==> src/rtl/interval_timer_arbiter.sv <==
// Two-client round-robin arbiter around one shared interval counter.
// The winner's length is latched on grant; done pulses once when the count reaches it.
module interval_timer_arbiter #(
  parameter int W = 12
) (
  input  logic         clk,
  input  logic         reset,
  input  logic [1:0]   req,
  input  logic [W-1:0] len0,
  input  logic [W-1:0] len1,
  input  logic         tick,
  input  logic         abort,
  output logic [1:0]   gnt,
  output logic         busy,
  output logic [1:0]   done,
  output logic [W-1:0] count
);

  typedef enum logic [1:0] {IDLE, LOAD, RUN, DONE} state_t;

  state_t       state, state_d;
  logic [W-1:0] lim, lim_d, count_d;
  logic [1:0]   gnt_d, done_d;
  logic         busy_d, last, last_d;
  logic         granted, winner, cancel;

  // gnt is one-hot whenever a client is being served, so its upper bit names that client
  assign granted = gnt[1];
  assign winner  = (req == 2'b11) ? ~last : req[1];
  assign cancel  = abort | ~req[granted];

  always_comb begin
    state_d = state;
    gnt_d   = gnt;
    done_d  = 2'b00;
    busy_d  = busy;
    count_d = count;
    lim_d   = lim;
    last_d  = last;
    case (state)
      IDLE: begin
        if (req != 2'b00) begin
          state_d = LOAD;
          gnt_d   = winner ? 2'b10 : 2'b01;
          lim_d   = winner ? len1 : len0;
          busy_d  = 1'b1;
        end
      end
      LOAD, RUN: begin
        if (cancel) begin
          state_d = IDLE;
          gnt_d   = 2'b00;
          busy_d  = 1'b0;
          last_d  = granted;
        end else if (state == LOAD) begin
          state_d = RUN;
          count_d = '0;
        end else if (count == lim) begin
          // expiry wins over tick, which is what keeps count from ever passing lim
          state_d = DONE;
          done_d  = granted ? 2'b10 : 2'b01;
        end else if (tick) begin
          count_d = count + W'(1);
        end
      end
      DONE: begin
        state_d = IDLE;
        gnt_d   = 2'b00;
        busy_d  = 1'b0;
        last_d  = granted;
      end
      default: state_d = IDLE;
    endcase
  end

  always_ff @(posedge clk or negedge reset) begin
    if (!reset) begin
      state <= IDLE;
      gnt   <= 2'b00;
      done  <= 2'b00;
      busy  <= 1'b0;
      count <= '0;
      lim   <= '0;
      last  <= 1'b1;
    end else begin
      state <= state_d;
      gnt   <= gnt_d;
      done  <= done_d;
      busy  <= busy_d;
      count <= count_d;
      lim   <= lim_d;
      last  <= last_d;
    end
  end

endmodule

==> config.mk <==
export PLATFORM = sky130hd
export DESIGN_NAME = interval_timer_arbiter
export DESIGN_NICKNAME = d
export VERILOG_FILES = /design/src/rtl/interval_timer_arbiter.sv
export SDC_FILE = /design/constraint.sdc
export NUM_CORES = 1
export LEC_CHECK = 0
export CAP_MARGIN = 10
export CORE_MARGIN = 2
export CORE_UTILIZATION = 30
export CTS_CLUSTER_DIAMETER = 50
export DETAILED_ROUTE_END_ITERATION = 16
export GPL_ROUTABILITY_DRIVEN = 0
export GPL_TIMING_DRIVEN = 1
export PLACE_DENSITY = 0.53
export SYNTH_ARGS = -nofsm -noshare
export SYNTH_HDL_FRONTEND = slang
export SYNTH_SLANG_ARGS = --single-unit
==> constraint.sdc <==
create_clock -name clk -period 2.1 [get_ports clk]
set_clock_uncertainty 0.15 [all_clocks]
set_input_delay 0.315 -clock clk [delete_from_list [all_inputs] [get_ports clk]]
set_output_delay 0.315 -clock clk [all_outputs]
set_load 0.02 [all_outputs]
# Word-level counts from Yosys, hierarchy flattened
# Index checks and enable logic that the tools add are counted.
[op_classes]
n_eq_ne = 9
bitwise = 4
magnitude_cmp = 1
n_addsub = 1
n_mux = 26
n_reduce_logical = 10
[op_table]
columns = ["op", "n"]
rows = [
  ["$mux W12", 4],
  ["$mux W2", 12],
  ["$add A12 B1 Y12 const B", 1],
  ["$eq A12 B12 Y1", 1],
  ["$pmux W2 S3", 2],
  ["$reduce_and A2 Y1", 4],
  ["$eq A2 B2 Y1 const B", 3],
  ["$mux W1", 6],
  ["$ne A2 B2 Y1 const B", 3],
  ["$reduce_bool A2 Y1", 3],
  ["$ne A4 B4 Y1 const B", 1],
  ["$reduce_and A4 Y1", 1],
  ["$not A1 Y1", 3],
  ["$pmux W1 S3", 1],
  ["$eq A2 B1 Y1 const B", 1],
  ["$logic_not A2 Y1", 1],
  ["$lt A1 B2 Y1 const B", 1],
  ["$pmux W1 S2", 1],
  ["$reduce_or A2 Y1", 1],
  ["$or A1 B1 Y1", 1],
]
[totals]
in_bits = 30
regBits = 32
out_inout_bits = 17

# Depth between registers and ports, before layout
[depth]
ltp_word = 6
depth_mapped = 7
ltp_nobuf = 7

# Worst setup path before layout
# OpenSTA, ideal clock, no wires.
[synth_timing]
kind = "reg2reg"
startpoint = "reg count[3]"
endpoint = "reg state[1]"
stages_incl_launch_ff = 8
n_path_buf = 2
path_slack_ps = 36
t_arrival_ps = 1786
cell_sequence = "dfrtp_1 buf_2 xnor2_1 nand4_1 or3_1 buf_4 a21oi_4 mux2_1"
[synth_between]
elab_chain_len = 3
[synth_lines]
columns = ["item", "line", "source"]
rows = [
  ["start: declaration", "16", "output logic [W-1:0] count"],
  ["start signal: assignment", "90", "count <= count_d;"],
  ["$eq A12 B12 Y1", "58", "end else if (count == lim) begin"],
  ["$ne A4 B4 Y1 (no source line)", "-", ""],
  ["$reduce_and A2 Y1 (no source line)", "-", ""],
  ["end signal: assignment", "86", "state <= state_d;"],
  ["end: declaration", "21", "state_t state, state_d;"],
]
# Every way passes these cells.
# A chain may end at the register's enable or synchronous reset.

# Final worst setup path
[layout_timing]
startpoint = "reg state[1]"
endpoint = "reg count[3]"
[layout_between]
elab_chain_len = 3
word_cells_on_any_way = 7
[layout_lines]
columns = ["item", "line"]
rows = [
  ["$eq A2 B1 Y1 or $eq A2 B2 Y1 (tied branches)", "40, 55"],
  ["$ne A2 B2 Y1 (no source line) (tied with other cells)", "-"],
  ["$reduce_and A4 Y1 (no source line)", "-"],
]
# Parallel ways exist; a longest one is shown, timed or not.

==> flow_metrics.tcl <==
set metrics [dict create \
    clkSinkCount 32 \
    maxClockFrequency_mhz 513 \
    cts-root-buf "clkbuf_8" \
    cts_setup_buffers 0 \
    postRouteAntennaNets 0 \
    power_frac_seq_pct 28.6 \
    netlist_area_um2 1900 \
    drive_gt1_share_pct 18.5 \
    synth_cell_type_count 44 \
    fill_cells 650 \
    setup_tns_ns 0 \
    placed_area_um2 2650 \
    die_h_um 83.7 \
    hold_viol 0 \
    clkPwrFrac_pct 13.2 \
    synth_top_area_cell "dfrtp_1" \
    worst_pin_slew_ns 0.424 \
    ir_drop_mv 0.427 \
    yosys_warnings 0 \
    min-delay-path-class "input pin to asynchronous set/reset pin" \
    cts_buffers 5 \
    clkSlewWorstSetupHoldPaths_ns 0.07 \
    seq_area_frac_synth_pct 42.1 \
    clk_path_buf_depth 2 \
    layout_setup_ws_ns 0.152 \
    grt_pass1_wl_um 8210 \
    path_buf_inv 1 \
    synth_common_cells "dfrtp_1 (31), nand2_1 (30), o21ai_0 (16), mux2i_1 (13), xnor2_1 (11)" \
    num_rows 29 \
    synth.area.top_cells "dfrtp_1 (41%), mux2i_1 (6.8%), nand2_1 (5.9%)" \
    final_max_slew_viol_count 0 \
    power_density_nw_per_um2 1350 \
    p_total_mw 3.73 \
    track_usage_pct 14.7 \
    coreArea_um2 6240 \
    avgSynthCellArea_um2 9.47 \
    htree_num_levels 2 \
    grt.overflow.total 0 \
    cp_max_fo 5 \
    worstPathArrival_ns 1.97 \
    initialDrtViolationCount 85 \
    outcome "finished, final reports clean" \
    fin_hold_ws_ns 0.286 \
    vias_per_cell 4.93 \
    clock_latency_ns 0.28 \
    routed-via-count 1742 \
    routed_wl_um 4850 \
    netlist_instances 201 \
    critPathRequiredTime_ns 2.12 \
    swShare_pct 40.8 \
    critPathLaunchType "flip-flop" \
    fin_crit_sh_pct 92.8 \
    setup-violations-final 0 \
    yosysTopAreaCellShare_pct 40.7 \
    antenna_cells 0 \
    combPwrFrac_pct 58.2 \
    die_w_um 83.7 \
    critPathTopFamily "compound AO/OA/AOI/OAI gates" \
    wire_per_inst_um 13.8 \
    critPathKind "flip-flop to flip-flop" \
    maxCapViolCount 0 \
    io_buffers 46 \
    cp_slowest_stage_delay_ns 0.36 \
    initial_core_util_pct 30.5 \
    multi_input_area_um2 1040 \
    yosys_register_bits 32 \
    grt_setup_unrepaired "false" \
    async_reset_ff_share_pct 100 \
    period_needed_ns 1.95 \
    cp_slowest_cell "dfrtp_1" \
    place_hpwl_um 3710 \
    synth_edf_count 0 \
    synth_most_common_cell "dfrtp_1" \
    die-area_um2 7000 \
    final_design_area_no_fill_um2 2770 \
    first_pass_iters 4 \
    crit_path_end_kind "flip-flop" \
    antenna_found_initial 0 \
    drc 0 \
    grt_pass1_vias 1677 \
    layout.nets 310 \
    synthesis.nets 236 \
    cts_tree "built" \
    p_sw_mw 1.52 \
    p_leak_nw 1.23 \
    ff_latch_area_um2 802 \
    internal-power_mw 2.21 \
    crit_chain "inv_1 > ha_1 > nor2b_4 > o211ai_1 > and2_1 > a311o_1" \
    synth_flop_cell "dfrtp_1" \
    maxSlewHeadroom_pct 71.4 \
    ios 47 \
    dpl_worst_slack_ns -0.0842 \
    area_delta_synth_final_pct 45.4 \
    postCtsHoldBufs 0 \
    grt_start_max_net_pins 33 \
]
layout by cell type, fill, tap and decap left out, types with 2 or more instances in the layout:
cell type	instances
a21o_1	2
a21oi_1	4
buf_4	31
clkbuf_8	6
clkdlybuf4s50_1	46
clkinv_2	2
dfrtp_1	31
ha_1	5
inv_1	7
mux2_2	3
mux2i_1	13
nand2_1	30
nand2b_1	2
nand3_1	7
nand4_1	6
nor2_1	7
nor3_1	5
nor4_1	2
o211ai_1	6
o21ai_0	15
o21ai_1	2
o311ai_0	3
o311ai_1	3
or3_1	5
xnor2_1	11
routing by layer:
layer / up-vias / wire, µm / GRT usage, %
met4: 0 / 79 / 5.28
met2: 52 / 2230 / 23.1
met3: 6 / 241 / 2.37
met5: - / 0 / 0
met1: 810 / 2300 / 20.6
li1: 874 / - / -
logic make-up after synthesis:
logic type	share of synthesized area (%)
simple gates	19.7
compound gates	15.2
flops	42.1
buf+inv	4.60
mux	9.20
xor+xnor	5.91
fa+ha+maj	3.29
repair_timing:
item	4_1_cts	5_1_grt
setup endpoints to repair	9	12
gates cloned	0	0
gates resized for setup	1	4
flip-flops by register name, summed over array words and instances, names as in the netlist:
| name | cells |
|---|---|
| busy | 1 |
| count | 12 |
| done | 2 |
| gnt | 2 |
| last | 1 |
| lim | 12 |
| state | 2 |
area by class of cell:
class / count / area share (%)
clock buffer: 6 / 2.98
clock inverter: 2 / 0.361
inverter: 7 / 0.949
multi-input combinational: 151 / 37.5
sequential: 32 / 29.0
tap: 77 / 3.48
timing repair buffer: 78 / 25.8
power groups by stage:
stage	Clock [mW]	Combinational (mW)	Sequential, mW
after CTS	0.509	2.16	1.07
after global routing	0.532	2.42	1.11
after global placement	0	2.13	1.08
final	0.492	2.17	1.07
after detailed placement	0	2.14	1.08
after floorplan	0	1.12	1.23
through the flow:
stage               std cells  util (%)
global placement          345      42.5
CTS                       353      44.0
global route              353      44.4
floorplan                 201         -
finish                    353      44.4
detailed placement        345      42.5
worst reg2reg max path: cells and delay by family, from the launching register on:
kind | cells | cell delay, ns
compound gates | 2 | 0.51
fa+ha+maj | 1 | 0.31
buf+inv | 1 | 0.08
flops | 1 | 0.36
simple gates | 2 | 0.43
path summary, 6_finish.rpt:
check,startpoint,end,slack (ns),depth (start not counted)
worst max-delay path,state[1],count[3],0.15,6
min in group clk,gnt[0],gnt[0],0.34,2
worst min-delay path,reset,busy,0.29,2
worst min register to register,gnt[0],gnt[0],0.34,2
max in group asynchronous,reset,last,1.18,2
worst max register to register,state[1],count[3],0.15,6
(Power assumes the default switching activity.)
